## src/rtl/carrier_mixer_accum.sv

```systemverilog
// carrier_mixer_accum
//   Carrier wipe-off and integrate-and-dump for one tracking channel.
//   The 2-bit sign/magnitude IF sample is multiplied by the I and Q carrier
//   from the NCO. The products are summed with saturation over an
//   integration interval. Each dump presents the sums, the qualified-sample
//   count and a sticky saturation flag.
//
//   Pipeline:
//     stage 1 : IF x carrier products, sample_en and dump_enable registered
//     stage 2 : accumulate, or close the interval into the output registers
//   dump_valid is registered on the clock edge that follows the edge which
//   sampled dump_enable.
//
// Ports
//   clk          sample clock
//   rstn         synchronous active-low reset
//   sample_en    qualifies the IF/carrier inputs this cycle
//   if_sign/mag  IF sample, sign 1 = positive, magnitude 0 -> 1, 1 -> 3
//   i_sign/mag   carrier I, sign 1 = positive, magnitude 0 -> 1, 1 -> 2
//   q_sign/mag   carrier Q, sign 1 = positive, magnitude 0 -> 1, 1 -> 2
//   dump_enable  end-of-interval strobe, aligned with the last sample to include
//   i_acc/q_acc  signed sums of the last completed interval
//   sample_cnt   qualified samples in the last completed interval
//   overflow     saturation occurred during the last completed interval
//   dump_valid   one-cycle pulse when the outputs update

module carrier_mixer_accum #(
  parameter int ACC_W = 16,
  parameter int CNT_W = 16
) (
  input  logic                    clk,
  input  logic                    rstn,
  input  logic                    sample_en,
  input  logic                    if_sign,
  input  logic                    if_mag,
  input  logic                    i_sign,
  input  logic                    i_mag,
  input  logic                    q_sign,
  input  logic                    q_mag,
  input  logic                    dump_enable,
  output logic signed [ACC_W-1:0] i_acc,
  output logic signed [ACC_W-1:0] q_acc,
  output logic [CNT_W-1:0]        sample_cnt,
  output logic                    overflow,
  output logic                    dump_valid
);

  localparam logic signed [ACC_W-1:0] ACC_MAX = {1'b0, {(ACC_W-1){1'b1}}};
  localparam logic signed [ACC_W-1:0] ACC_MIN = {1'b1, {(ACC_W-1){1'b0}}};
  localparam logic [CNT_W-1:0]        CNT_MAX = {CNT_W{1'b1}};

  // Stage 1: decoded operands and products
  logic signed [2:0] w_ifv;
  logic signed [2:0] w_cvi;
  logic signed [2:0] w_cvq;
  logic signed [3:0] w_pi;
  logic signed [3:0] w_pq;

  logic signed [3:0] r_p_i;
  logic signed [3:0] r_p_q;
  logic              r_p_valid;
  logic              r_d_dump;

  // Stage 2: running interval state
  logic signed [ACC_W-1:0] r_acc_i;
  logic signed [ACC_W-1:0] r_acc_q;
  logic [CNT_W-1:0]        r_cnt;
  logic                    r_sticky;

  logic signed [3:0]       w_add_i;
  logic signed [3:0]       w_add_q;
  logic signed [ACC_W:0]   w_sum_i;
  logic signed [ACC_W:0]   w_sum_q;
  logic                    w_ovf_i;
  logic                    w_ovf_q;
  logic signed [ACC_W-1:0] w_sat_i;
  logic signed [ACC_W-1:0] w_sat_q;
  logic [CNT_W-1:0]        w_cnt_next;

  // Sign/magnitude decode: IF is +-1/+-3, carrier is +-1/+-2.
  always_comb begin
    w_ifv = if_mag ? 3'sd3 : 3'sd1;
    if (!if_sign) w_ifv = -w_ifv;
    w_cvi = i_mag ? 3'sd2 : 3'sd1;
    if (!i_sign) w_cvi = -w_cvi;
    w_cvq = q_mag ? 3'sd2 : 3'sd1;
    if (!q_sign) w_cvq = -w_cvq;
  end

  // |product| <= 6, so a 4-bit signed result is exact.
  assign w_pi = $signed({w_ifv[2], w_ifv}) * $signed({w_cvi[2], w_cvi});
  assign w_pq = $signed({w_ifv[2], w_ifv}) * $signed({w_cvq[2], w_cvq});

  // A non-qualified cycle contributes nothing, including on the dump cycle.
  assign w_add_i = r_p_valid ? r_p_i : 4'sd0;
  assign w_add_q = r_p_valid ? r_p_q : 4'sd0;

  // One guard bit: the sum overflowed when the top two bits disagree.
  assign w_sum_i = $signed({r_acc_i[ACC_W-1], r_acc_i})
                 + $signed({{(ACC_W-3){w_add_i[3]}}, w_add_i});
  assign w_sum_q = $signed({r_acc_q[ACC_W-1], r_acc_q})
                 + $signed({{(ACC_W-3){w_add_q[3]}}, w_add_q});

  assign w_ovf_i = w_sum_i[ACC_W] ^ w_sum_i[ACC_W-1];
  assign w_ovf_q = w_sum_q[ACC_W] ^ w_sum_q[ACC_W-1];

  always_comb begin
    w_sat_i = w_sum_i[ACC_W-1:0];
    if (w_ovf_i) w_sat_i = w_sum_i[ACC_W] ? ACC_MIN : ACC_MAX;
    w_sat_q = w_sum_q[ACC_W-1:0];
    if (w_ovf_q) w_sat_q = w_sum_q[ACC_W] ? ACC_MIN : ACC_MAX;
  end

  // Sample counter sticks at all-ones rather than wrapping.
  assign w_cnt_next = (r_p_valid && (r_cnt != CNT_MAX)) ? r_cnt + 1'b1 : r_cnt;

  always_ff @(posedge clk) begin
    if (!rstn) begin
      r_p_i      <= '0;
      r_p_q      <= '0;
      r_p_valid  <= 1'b0;
      r_d_dump   <= 1'b0;
      r_acc_i    <= '0;
      r_acc_q    <= '0;
      r_cnt      <= '0;
      r_sticky   <= 1'b0;
      i_acc      <= '0;
      q_acc      <= '0;
      sample_cnt <= '0;
      overflow   <= 1'b0;
      dump_valid <= 1'b0;
    end else begin
      r_p_i      <= w_pi;
      r_p_q      <= w_pq;
      r_p_valid  <= sample_en;
      r_d_dump   <= dump_enable;
      dump_valid <= 1'b0;

      if (r_d_dump) begin
        // Close the interval, folding in the sample that came with the dump,
        // and start the next interval empty.
        i_acc      <= w_sat_i;
        q_acc      <= w_sat_q;
        sample_cnt <= w_cnt_next;
        overflow   <= r_sticky | w_ovf_i | w_ovf_q;
        dump_valid <= 1'b1;
        r_acc_i    <= '0;
        r_acc_q    <= '0;
        r_cnt      <= '0;
        r_sticky   <= 1'b0;
      end else if (r_p_valid) begin
        // Saturated sums keep accumulating from the clamped value.
        r_acc_i  <= w_sat_i;
        r_acc_q  <= w_sat_q;
        r_cnt    <= w_cnt_next;
        r_sticky <= r_sticky | w_ovf_i | w_ovf_q;
      end
    end
  end

endmodule
```

## config.mk

```make
export PLATFORM = sky130hd
export DESIGN_NAME = carrier_mixer_accum
export DESIGN_NICKNAME = d
export VERILOG_FILES = /design/src/rtl/carrier_mixer_accum.sv
export SDC_FILE = /design/constraint.sdc
export NUM_CORES = 1
export LEC_CHECK = 0
export ABC_AREA = 1
export CAP_MARGIN = 40
export CORE_MARGIN = 5
export CORE_UTILIZATION = 50
export DETAILED_ROUTE_END_ITERATION = 10
export GPL_TIMING_DRIVEN = 0
export PLACE_DENSITY = 0.74
export SLEW_MARGIN = 5
export SYNTH_ARGS = -nofsm -noshare
export SYNTH_HDL_FRONTEND = slang
export SYNTH_SLANG_ARGS = --single-unit
export TNS_END_PERCENT = 50
```

## constraint.sdc

```tcl
create_clock -name clk -period 9.94 [get_ports clk]
set_clock_uncertainty 0.1 [all_clocks]
set_input_delay 1.988 -clock clk [delete_from_list [all_inputs] [get_ports clk]]
set_output_delay 1.988 -clock clk [all_outputs]
set_load 0.005 [all_outputs]
```

==> insert_results.sql <==
INSERT INTO impl_metrics (metric_group, metric, value, unit) VALUES
('cts', 'cts.root.buffer_cell', 'sky130_fd_sc_hd__clkbuf_16', ''),
('synth', 'yosys_top_cell_by_area', 'sky130_fd_sc_hd__dfxtp_1', ''),
('place', 'globalplace.congestion', '0.956', ''),
('synth', 'synth_flop_cell', 'sky130_fd_sc_hd__dfxtp_1', ''),
('power_and_ir_drop', 'ir_drop', '95.2', 'uV'),
('die', 'die_area', '14900', 'um^2'),
('layout', 'final_layout_size_suffix_gt1_share', '5.65', '%'),
('layout', 'final_net_count', '1061', ''),
('outcome', 'run_status', 'complete, no violations', ''),
('grt', 'antenna_found_initial', '0', ''),
('worst_setup_path', 'critical_path_end_type', 'flop', ''),
('synth', 'mappedNetlistNets', '992', ''),
('cts', 'postCtsSetupBuffers', '0', ''),
('timing', 'maxClockFrequency', '226', 'MHz'),
('route', 'initialDrtViolationCount', '455', ''),
('layout', 'reg_area', '2180', 'um^2'),
('die', 'floorplan.rows', '41', ''),
('worst_setup_path', 'critical_path_required', '10.10', 'ns'),
('synth', 'asyncSetResetFlopFracSynth', '0', '%'),
('hold_path', 'min_to', 'i_acc[3]', ''),
('power_and_ir_drop', 'post-layout-total-power', '1.05', 'mW'),
('hold_path', 'timing.hold.worst.class', 'reg2reg', ''),
('route', 'routed_wl', '15.7', 'mm'),
('route', 'routed_via_density', '4.97', ''),
('hold_path', 'hold_path.startpoint', 'i_acc[3]', ''),
('cts', 'cts-buffers-inserted', '9', ''),
('layout', 'multi_input_comb_area', '3450', 'um^2'),
('synth', 'synth_seq_cells', '109', ''),
('die', 'initial_utilization', '50.4', '%'),
('place', 'post-place-cells', '1183', ''),
('grt', 'grt_first_pass_wirelength', '26.1', 'mm'),
('timing', 'fin_crit', '4.43', 'ns'),
('layout', 'synthToLayoutAreaGrowth', '17.8', '%'),
('cts', 'cts_resized', '0', ''),
('layout', 'finalNonFillerCells', '1199', ''),
('route', 'route.detailed.wl_per_inst', '13.1', 'um'),
('worst_setup_path', 'r2r_end', 'r_acc_q[3]', ''),
('grt', 'track_usage', '21.9', '%'),
('timing', 'timing.final.crit_share', '44.5', '%'),
('synth', 'synthTopCellsByArea', 'sky130_fd_sc_hd__dfxtp_1 (35%), sky130_fd_sc_hd__nand2_1 (18%), sky130_fd_sc_hd__inv_1 (7.3%), sky130_fd_sc_hd__nand3_1 (5.3%), sky130_fd_sc_hd__nor2_1 (5.1%)', ''),
('worst_setup_path', 'rr_worst_depth', '22', ''),
('synth', 'synthesis.area_per_instance', '6.60', 'um^2'),
('job', 'cap_viol_max_count', '0', ''),
('layout', 'antennaDiodeCount', '0', ''),
('synth', 'synth_cell_type_count', '33', ''),
('die', 'ioPinCount', '60', ''),
('grt', 'global_route_congestion_overflow_total', '0', ''),
('cts', 'cts.sinks', '109', ''),
('synth', 'synth_edf_count', '0', ''),
('synth', 'yosysSeqAreaShare', '34.7', '%'),
('die', 'die-width', '122', 'um'),
('grt', 'vias_in_the_first_global_route', '5480', ''),
('route', 'drcViolationCount', '0', ''),
('route', 'drtAntennaViolNets', '0', ''),
('worst_setup_path', 'worst-endpoint-arrival', '4.58', 'ns'),
('synth', 'top_area_cell_type_share_of_the_netlist_area', '34.7', '%'),
('cts', 'clock_tree.htree_level_count', '3', ''),
('place', 'place.port_buffers', '58', ''),
('route', 'detailroute.via_count', '5960', ''),
('cts', 'clk_pin_slew', '0.08', 'ns'),
('layout', 'final_core_util', '59.4', '%'),
('timing', 'worstMarginPinSlew', '0.659', 'ns'),
('worst_setup_path', 'reg2reg_setup_slack', '5.51', 'ns'),
('timing', 'fin_setup_tns', '0', 'ns'),
('cts', 'cts_hold_repair.buffers', '0', ''),
('timing', 'hold_viol', '0', ''),
('synth', 'syn_inst', '953', ''),
('hold_path', 'hold_path_depth', '2', ''),
('worst_setup_path', 'path_class', 'reg2reg', ''),
('die', 'die_height', '122', 'um'),
('timing', 'relSlewSlack', '56.0', '%');
how the worst max path moves through the flow:
stage | from | to | cells past startpoint
final | r_p_valid | r_acc_q[3] | 22
after global routing | r_p_valid | r_acc_q[3] | 22
after CTS | r_p_valid | r_acc_q[2] | 20
after detailed placement | if_sign | r_p_q[3] | 11
after global placement | if_sign | r_p_q[3] | 11
after floorplan | if_sign | r_p_i[3] | 10
cell usage in the layout, fill, tap and decap left out, drive strengths merged:
cell,n
o21ai,45
nand2,323
a21oi,50
nor3,7
a22o,9
nor4,1
nand3,66
mux2i,1
a41oi,3
xor2,25
inv,132
clkdlybuf4s50,58
clkinv,3
clkbuf,30
o211ai,8
buf,13
nand4,5
dfxtp,109
fa,4
or2,1
nor2,88
bufinv,1
xnor2,15
a21o,1
and2,3
o22ai,1
ha,25
worst max-delay path, cell delays in order, from the launching register on:
cell and delay, ns:
sky130_fd_sc_hd__dfxtp_1 0.33, sky130_fd_sc_hd__buf_6 0.15, sky130_fd_sc_hd__buf_4 0.19, sky130_fd_sc_hd__clkbuf_1 0.51, sky130_fd_sc_hd__clkbuf_1 0.44, sky130_fd_sc_hd__nand2_1 0.09, sky130_fd_sc_hd__inv_1 0.08, sky130_fd_sc_hd__ha_1 0.20
sky130_fd_sc_hd__inv_1 0.07, sky130_fd_sc_hd__fa_1 0.44, sky130_fd_sc_hd__o21ai_0 0.25, sky130_fd_sc_hd__nand3_1 0.11, sky130_fd_sc_hd__nand2_1 0.15, sky130_fd_sc_hd__nand2_1 0.11, sky130_fd_sc_hd__nand2_1 0.09, sky130_fd_sc_hd__nand2_1 0.05
sky130_fd_sc_hd__nand2_1 0.05, sky130_fd_sc_hd__nand2_1 0.17, sky130_fd_sc_hd__buf_2 0.26, sky130_fd_sc_hd__a21oi_1 0.24, sky130_fd_sc_hd__nand2_1 0.08, sky130_fd_sc_hd__o211ai_1 0.10, sky130_fd_sc_hd__inv_1 0.05
synthesized netlist by cell type, types with 7 or more instances:
master,n
sky130_fd_sc_hd__a21oi_1,47
sky130_fd_sc_hd__a22o_1,9
sky130_fd_sc_hd__clkbuf_1,20
sky130_fd_sc_hd__dfxtp_1,109
sky130_fd_sc_hd__ha_1,25
sky130_fd_sc_hd__inv_1,123
sky130_fd_sc_hd__nand2_1,303
sky130_fd_sc_hd__nand2_2,19
sky130_fd_sc_hd__nand3_1,66
sky130_fd_sc_hd__nor2_1,86
sky130_fd_sc_hd__nor3_1,7
sky130_fd_sc_hd__o211ai_1,8
sky130_fd_sc_hd__o21ai_0,45
sky130_fd_sc_hd__xnor2_1,15
sky130_fd_sc_hd__xor2_1,25
through the flow:
| stage | setup slack (ns) | hold WS, ns | area (um^2) |
|---|---|---|---|
| final | 5.51 | 0.352 | 7410 |
| after global routing | 5.08 | 0.370 | 7410 |
| after detailed placement | 5.45 | 0.339 | 7080 |
| after floorplan | 6.21 | 0.348 | 6290 |
| after CTS | 5.52 | 0.355 | 7410 |
| after global placement | 5.49 | 0.339 | 7080 |
routing by layer:
layer  part of all wire, %  routed length, um  up-vias  track usage [%]
met5                     0                  0        -                0
met4                   1.5                240        0             6.09
met3                   5.4                840       17             4.36
met2                    44               6850      160             34.4
met1                    49               7720     2661             30.7
li1                      -                  -     3122                -
where the power goes:
group	leakage (nW)	internal, mW	switching, mW	total, mW
Clock	0.159	0.209	0.180	0.389
Sequential	0.887	0.457	0.0116	0.468
Combinational	2.70	0.0706	0.121	0.192
state kept, by name, indices dropped and copies added, names as in the netlist:
| signal | count |
|---|---|
| i_acc | 16 |
| q_acc | 16 |
| r_acc_i | 16 |
| r_acc_q | 16 |
| r_cnt | 16 |
| sample_cnt | 16 |
| r_p_i | 4 |
| r_p_q | 4 |
| dump_valid | 1 |
| overflow | 1 |
| r_d_dump | 1 |
| r_p_valid | 1 |
| r_sticky | 1 |
cell type report:
type	count	share of cell area, %
sequential	109	29.5
clock buffer	10	3.23
inverter	130	6.59
multi-input combinational	681	46.6
tap	172	2.91
buffer	33	2.26
clock inverter	6	1.13
timing repair buffer	58	7.84
cell families (layout without fill, tap and decap cells):
family	Yosys count	after routing	share of synthesized area [%]
mux	1	1	0.159
flops	109	109	34.7
simple gates	494	494	32.3
fa+ha+maj	29	29	6.25
xor+xnor	40	40	5.57
buf+inv	163	237	10.4
compound gates	117	117	10.6
Power figures use the tool's default switching activity.
